[config.mk]
export PLATFORM = sky130hd
export DESIGN_NAME = ring_decoder
export DESIGN_NICKNAME = d
export VERILOG_FILES = /design/src/rtl/ring_decoder.sv
export SDC_FILE = /design/constraint.sdc
export NUM_CORES = 1
export LEC_CHECK = 0
export ABC_CLOCK_PERIOD_IN_PS = 4040
export CORE_MARGIN = 2
export CORE_UTILIZATION = 49
export CTS_CLUSTER_DIAMETER = 50
export DETAILED_ROUTE_END_ITERATION = 8
export PLACE_DENSITY = 0.88
export SYNTH_ARGS = -nofsm -noshare
export SYNTH_HDL_FRONTEND = slang
export SYNTH_SLANG_ARGS = --single-unit
[constraint.sdc]
create_clock -name clk -period 4.04 [get_ports clk]
set_input_delay 0.606 -clock clk [delete_from_list [all_inputs] [get_ports clk]]
set_output_delay 0.606 -clock clk [all_outputs]
set_load 0.02 [all_outputs]
[src/rtl/ring_decoder.sv]
// ring_decoder: tracks a one-hot 8-bit ring counter, reporting position and direction.
// Optional step counter enabled by defining RING_STEP_CNT_EN.
module ring_decoder (
    input  logic       clk,
    input  logic       rst,
    input  logic       in_valid,
    input  logic [7:0] ring,
    input  logic       clr_err,
    output logic       out_valid,
    output logic [2:0] idx,
    output logic       dir,
    output logic       locked,
    output logic       dir_chg,
    output logic       skip_err,
    output logic       err,
    output logic [7:0] step_cnt
);

    typedef enum logic [1:0] {
        IDLE,
        SYNC,
        LOCKED,
        FAULT
    } state_t;

    state_t     state;
    state_t     state_nx;
    logic [2:0] idx_nx;
    logic       dir_nx;
    logic       ov_nx;
    logic       dc_nx;
    logic       skip_nx;

    logic       legal;
    logic [2:0] pos;
    logic [2:0] up;
    logic [2:0] dn;
    logic [2:0] fwd;
    logic [2:0] rev;

    // legal means exactly one bit set
    assign legal = (ring != 8'h00) && ((ring & (ring - 8'h01)) == 8'h00);

    assign up  = idx + 3'd1;
    assign dn  = idx - 3'd1;
    assign fwd = dir ? dn : up;
    assign rev = dir ? up : dn;

    // binary position of the set bit (only meaningful when legal)
    always_comb begin
        pos = 3'd0;
        for (int i = 0; i < 8; i++) begin
            if (ring[i]) pos = i[2:0];
        end
    end

    // next-state and registered-output values
    always_comb begin
        state_nx = state;
        idx_nx   = idx;
        dir_nx   = dir;
        ov_nx    = 1'b0;
        dc_nx    = 1'b0;
        skip_nx  = skip_err;
        if (clr_err) begin
            skip_nx = 1'b0;
            if (state == FAULT) state_nx = IDLE;
        end else if (in_valid && state != FAULT) begin
            if (!legal) begin
                state_nx = FAULT;
            end else begin
                ov_nx  = 1'b1;
                idx_nx = pos;
                unique case (state)
                    IDLE: state_nx = SYNC;
                    SYNC: begin
                        if (pos == up) begin
                            dir_nx   = 1'b0;
                            state_nx = LOCKED;
                        end else if (pos == dn) begin
                            dir_nx   = 1'b1;
                            state_nx = LOCKED;
                        end
                    end
                    LOCKED: begin
                        unique case (1'b1)
                            (pos == idx): ;
                            (pos == fwd): ;
                            (pos == rev): begin
                                dir_nx = ~dir;
                                dc_nx  = 1'b1;
                            end
                            default: begin
                                skip_nx  = 1'b1;
                                state_nx = SYNC;
                            end
                        endcase
                    end
                    default: ;
                endcase
            end
        end
    end

    // state and output registers
    always_ff @(posedge clk) begin
        if (!rst) begin
            state     <= IDLE;
            idx       <= 3'd0;
            dir       <= 1'b0;
            out_valid <= 1'b0;
            dir_chg   <= 1'b0;
            skip_err  <= 1'b0;
        end else begin
            state     <= state_nx;
            idx       <= idx_nx;
            dir       <= dir_nx;
            out_valid <= ov_nx;
            dir_chg   <= dc_nx;
            skip_err  <= skip_nx;
        end
    end

    assign locked = (state == LOCKED);
    assign err    = (state == FAULT);

`ifdef RING_STEP_CNT_EN
    logic       step_inc;
    logic [7:0] cnt_q;

    assign step_inc = in_valid && !clr_err && legal
                      && state == LOCKED && pos == fwd;

    // saturating count of forward steps while locked
    always_ff @(posedge clk) begin
        if (!rst) begin
            cnt_q <= 8'd0;
        end else if (step_inc && cnt_q != 8'hFF) begin
            cnt_q <= cnt_q + 8'd1;
        end
    end

    assign step_cnt = cnt_q;
`else
    assign step_cnt = 8'd0;
`endif

endmodule

==> results.txt, run 1 <==
Max incr delay on CP - 0.55 ns
Fmax - 0.3448 GHz
Number of synthesized flops with an enable pin - 0
Worst Path Buf+Inv - 1
CTS tree - done
First-pass GRT wire length - 3456 um
Synth Area in Compound Gates - 23.08%
Cts repair resizes - 0
Total chip power - 0.2297 mW
Hold Crit Class - reg2reg
Req. time, crit path - 4.22 ns
Die area - 2256 um2
Pin count of the biggest net entering global routing - 9
Synth cell types - 44
RSZ-0062 raised after global routing - false
Root buffer cell - clkbuf_4
Cell Area, Synth - 927.1 um2
Cells along the critical path - clkdlybuf4s50_1 -> nor4_4 -> nand3b_1 -> nand3_1 -> and2_1 -> nand2_1 -> or4b_1 -> a31oi_1
Ports - 29
Post-synth top area share - 19.43%
Status - finished clean
Seq cells post-synth - 9
Vias per std cell - 5.632
Clock Sinks - 9
Num CTS Buffers - 3
Critical-path top delay cell - or4b_1
Seq/Total Area, Yosys - 19.43%
Area delta synth->final - 23.08%
Final WS setup - 1.140 ns
WL/cell - 12.89 um
Hold Buf Count CTS - 0
Min Tclk post-route - 2.900 ns
Xor-xnor portion of the synthesized cell area - 6.478%
Worst setup EP type - flip-flop
Period utilisation layout - 71.78%
Vias in the first global route - 830
WS Path Type - in2reg
Post-Synthesis Cells - 117
Crit path max fanout - 8
Post-synth ARST share - 0%
Port Buffers - 20
DRC Markers - 0
Internal power - 0.1552 mW
Leading area contributor after synthesis - dfxtp_1
Worst vdd ir - 0.1478 mV
Total grt overflow - 0
N_diodes - 0
Sequential Power Share - 39.7%
Initial antenna violation count - 0
Final ANT Viol Nets - 0
Switch Pwr - 0.07441 mW
GRT Overall Usage - 21.11%
Post-synthesis mux area share - 1.080%
Clk_skew - 0.007899 ns
Detailed Route Iter0 Violations - 16
Post-synthesis adder-cell area fraction - 8.097%
Delay-heaviest family, CP - simple AND/OR/NAND/NOR gates
Post-CTS setup buffer count - 0
Avg Cell Area, Syn - 7.924 um2
H-tree depth - 1
Final hold slack - 0.4767 ns
WL final - 2101 um
Post-DP HPWL - 1694 um
Synth area leaders - dfxtp_1 (19%), ha_1 (8.1%), buf_4 (6.5%)
Post-Synth Simple-Gate Area - 29.82%
Main combinational cell family by area after synthesis - simple AND/OR/NAND/NOR gates
Post-placement cell count - 159
Vias - 918
Latest clock arrival within the worst-skew pair - 0.26 ns
Worst-path clk slew - 0.07 ns
Max clock buf depth - 2
Core area - 1745 um2
Initial Utilization - 53.12%
Endpoints failing setup - 0
Combinational Power Share - 28.7%
Startpoint types - primary input
Clk pwr share - 31.6%
Yosys warns - 0
Fin area - 1141 um2
Final TNS setup - 0 ns
DIE WIDTH - 47.50 um
Gp weighted congestion - 0.7907
Max_cap viols - 0
Non-filler instance count after layout - 163
Synth Flop Type - dfxtp_1
Fin util - 65.38%
Nets@finish - 157
Post-Place Setup Slack - 0.8953 ns
Final slew viol count - 0
Std-Cell Rows - 15
Share of cells above drive strength 1 - 6.522%
Cell Area, Placed - 1115 um2
Drt first pass iters - 5
Die height - 47.50 um
PwrDens - 201.3 nW/um2
P_leak - 0.4209 nW
Final-layout fill cell count - 162
Switch share - 32.40%
Endpoints failing hold - 0
CP arrival - 3.08 ns
-- cells by family after synthesis --
family,after synthesis
AO/OA/AOI/OAI,27
multiplexers,1
other,1
AND/OR/NAND/NOR,47
buffers and inverters,20
adder cells (fa/ha/maj),6
flip-flops,9
XOR/XNOR,6
-- cell usage after synthesis, drive strengths merged (3+ instances only) --
| library cell | count |
|---|---|
| buf | 10 |
| inv | 10 |
| nand2 | 10 |
| dfxtp | 9 |
| nor2 | 9 |
| ha | 6 |
| nor3 | 4 |
| o21ai | 4 |
| a211oi | 3 |
| a21oi | 3 |
| nand2b | 3 |
| nor4 | 3 |
| nor4b | 3 |
| o31ai | 3 |
| xnor2 | 3 |
| xor2 | 3 |
-- layout make-up --
class	instances	area [um2]	area share [%]
well taps	25	31.28	2.741
inverters	10	37.54	3.289
multi-input cells	95	665.6	58.33
clock buffers	4	26.28	2.303
repair buffers	20	200.2	17.54
flip-flops and latches	9	180.2	15.79
-- layout by cell type (no fill, tap or decap), types with 3 or more instances in the layout --
| cell type | count |
|---|---|
| conb_1 | 8 |
| clkbuf_4 | 3 |
| ha_1 | 6 |
| nor2_1 | 9 |
| nand2_1 | 10 |
| xor2_1 | 3 |
| nor3_1 | 4 |
| nand2b_1 | 3 |
| inv_1 | 10 |
| o21ai_0 | 4 |
| dfxtp_1 | 9 |
| clkdlybuf4s50_1 | 20 |
| a21oi_1 | 3 |
-- routing by layer --
metal  vias up  routed length (um)  global-route usage [%]
li1        449                   -                       -
met1       432                 892                   25.06
met2        33                1077                   37.03
met3         4                  94                   3.396
met4         0                  37                   9.444
met5         -                   0                       0
-- worst paths after layout --
check | startpoint | end | slack, ns | cells past startpoint
worst max-delay path | ring[5] | dir$_SDFFE_PN0P_ | 1.14 | 8
worst min register to register | skip_err$_SDFFE_PP0P_ | skip_err$_SDFFE_PP0P_ | 0.48 | 1
worst min-delay path | skip_err$_SDFFE_PP0P_ | skip_err$_SDFFE_PP0P_ | 0.48 | 1
worst max register to register | idx[0]$_SDFFE_PN0P_ | state[1]$_SDFFE_PN0P_ | 1.66 | 8
-- state kept, by name, summed over array words and instances (netlist names) --
signal,flops
idx,3
state,2
dir,1
dir_chg,1
out_valid,1
skip_err,1
-- power groups by stage --
stage	combinational, mW	sequential [mW]	clock [mW]
global route	0.0729	0.0914	0.0755
floorplan	0.0469	0.0934	0
finish	0.0658	0.0912	0.0726
detailed placement	0.0650	0.0934	0
CTS	0.0653	0.0912	0.0725
global placement	0.0626	0.0932	0
Note: power is estimated with default switching activity, not from simulation.
==> inputs of run 2 (changes only) <==
Settings changed: ABC_CLOCK_PERIOD_IN_PS 4040 to 2700, CORE_UTILIZATION 49 to 46, PLACE_DENSITY 0.88 to 0.83.
Clock period 4.04 ns to 2.7 ns, I/O delays scaled along.
==> run 2 against run 1 <==
Against the previous run: total power rose by 56%; critical path type unchanged; worst setup slack worse by 1.0 ns; non-clock buffer count up 10.
==> results.txt, run 2 (synthesis results as in run 1) <==
Status - finished clean
Num CTS Buffers - 3 (unchanged)
Req. time, crit path - 2.91 ns (-1.31 ns)
Worst-path clk slew - 0.07 ns (about the same)
CTS tree - done
Delay-heaviest family, CP - compound AO/OA/AOI/OAI gates
Period utilisation layout - 94.64%
Latest clock arrival within the worst-skew pair - 0.27 ns (about the same)
Min Tclk post-route - 2.555 ns
Worst r2r path cells - 8 (unchanged)
First-pass GRT wire length - 3560 um (+3.0%)
Max FFs per register - 3 (unchanged)
Vias per std cell - 5.434 (-3.5%)
RSZ-0062 raised after global routing - false
Max incr delay on CP - 0.50 ns (-0.05 ns)
Area delta synth->final - 31.44%
WS Path Type - in2reg
GRT Overall Usage - 19.39% (-1.7 points)
Post-Place Setup Slack - -0.1567 ns (-1.052 ns)
Cells along the critical path - clkdlybuf4s50_1 -> buf_4 -> o31ai_2 -> buf_4 -> a21oi_1 -> o211a_1 -> o311ai_1 -> o311a_1 -> mux2i_1
P_leak - 0.4690 nW (+11%)
N_diodes - 0 (unchanged)
DIE WIDTH - 48.90 um (+2.9%)
Max clock buf depth - 2 (unchanged)
Vias - 951 (+3.6%)
Fin util - 63.41% (-2.0 points)
Share of cells above drive strength 1 - 12.84% (+6.3 points)
Worst vdd ir - 0.1593 mV (+7.8%)
Initial Utilization - 48.24% (-4.9 points)
Hold Buf Count CTS - 0 (unchanged)
Clk_skew - 0.004803 ns (-0.003096 ns)
Die height - 48.90 um (+2.9%)
Final-layout fill cell count - 187 (+15%)
Hold Path Depth - 1 (unchanged)
Final slew viol count - 0 (unchanged)
Crit path max fanout - 4 (-4)
DRC Markers - 0 (unchanged)
Final WS setup - 0.1446 ns (-0.9956 ns)
Critical-path top delay cell - clkdlybuf4s50_1
Flop-to-flop setup slack - 0.28 ns (-1.38 ns)
Startpoint types - primary input
Hold Startpoint - skip_err$_SDFFE_PP0P_
Vias in the first global route - 880 (+6.0%)
Core area - 1922 um2 (+10%)
Most flop-heavy register - idx
RR Endpoint - state[1]$_SDFFE_PN0P_
WL final - 2296 um (+9.3%)
H-tree depth - 1 (unchanged)
WL/cell - 13.12 um (+1.8%)
Port Buffers - 20 (unchanged)
Nets@finish - 167 (+6.4%)
Cts repair resizes - 0 (unchanged)
Clock Sinks - 9 (unchanged)
Final ANT Viol Nets - 0 (unchanged)
Pin count of the biggest net entering global routing - 9 (unchanged)
Post-DP HPWL - 1799 um (+6.2%)
Initial antenna violation count - 0 (unchanged)
Most common cell on crit path - buf_4
Root buffer cell - clkbuf_4
Worst setup EP type - flip-flop
Commonest non-fill, non-tap cell in the layout - clkdlybuf4s50_1
Largest registers - idx: 3 flops, state: 2 flops
Ports - 29 (unchanged)
Fmax - 0.3913 GHz
Most frequent cells in the layout - clkdlybuf4s50_1 (20), inv_1 (10), nand2_1 (10), buf_4 (10)
Die area - 2391 um2 (+6.0%)
Endpoints failing hold - 0 (unchanged)
Gp weighted congestion - 0.8901 (+13%)
Std-Cell Rows - 16 (+1)
CP arrival - 2.76 ns (-0.32 ns)
Max_cap viols - 0 (unchanged)
Endpoints failing setup - 0 (unchanged)
Total grt overflow - 0 (unchanged)
RR Startpoint - idx[0]$_SDFFE_PN0P_
Post-CTS setup buffer count - 0 (unchanged)
Worst Path Buf+Inv - 3 (+2)
Hold worst-path end - skip_err$_SDFFE_PP0P_
Detailed Route Iter0 Violations - 25 (+9)
Drt first pass iters - 4 (-1)
PwrDens - 293.4 nW/um2 (+46%)
Hold Crit Class - reg2reg
## run 2: cell count changes in the layout (fill, tap and decap cells not counted), sizes merged
cell  before  now
buf        0   10
## run 2: worst max path at each step
| stage | depth (start not counted) | from | endpoint | slack (ns) |
|---|---|---|---|---|
| after floorplan | 8 | idx[0]$_SDFFE_PN0P_ | dir$_SDFFE_PN0P_ | 0.44 |
| after global routing | 9 | ring[6] | state[1]$_SDFFE_PN0P_ | 0.02 |
| final | 9 | ring[5] | state[1]$_SDFFE_PN0P_ | 0.14 |
| after detailed placement | 8 | ring[5] | dir$_SDFFE_PN0P_ | -0.16 |
| after global placement | 8 | ring[5] | dir$_SDFFE_PN0P_ | -0.02 |
| after CTS | 8 | ring[5] | dir$_SDFFE_PN0P_ | 0.12 |
## run 2: final cells by class
class                           instances  area, um2  area share, %
Multi-Input combinational cell         95      665.6          54.62
Timing Repair Buffer                   30      275.3          22.59
Sequential cell                         9      180.2          14.78
Inverter                               10      37.54          3.080
Tap cell                               27      33.78          2.772
Clock buffer                            4      26.28          2.156
## run 2: power by group
part           leakage [nW]  internal [mW]  switching (mW)
Clock                0.0150         0.0573          0.0535
Combinational         0.381         0.0490          0.0612
Sequential           0.0727          0.135         0.00185
## run 2: stage by stage
stage / power [mW] / hold WS (ns) / std cells / TNS (ns) / cell area, um2
after floorplan: 0.2100 / 0.4677 / 124 / 0 / 953.4
after global placement: 0.2418 / 0.4489 / 170 / -0.02475 / 1185
after detailed placement: 0.2457 / 0.4579 / 170 / -0.2344 / 1185
after CTS: 0.3548 / 0.4735 / 174 / 0 / 1211
after global routing: 0.3767 / 0.5109 / 175 / 0 / 1219
final: 0.3575 / 0.4722 / 175 / 0 / 1219
## run 2: metal layers
metal / GRT usage [%] / part of all wire (%) / vias to the layer above / routed length (um)
met5: 0 / 0 / - / 0
li1: - / - / 476 / -
met1: 18.82 / 39 / 434 / 885
met4: 9.048 / 1.7 / 0 / 38
met3: 3.681 / 4.8 / 5 / 110
met2: 38.58 / 55 / 36 / 1261
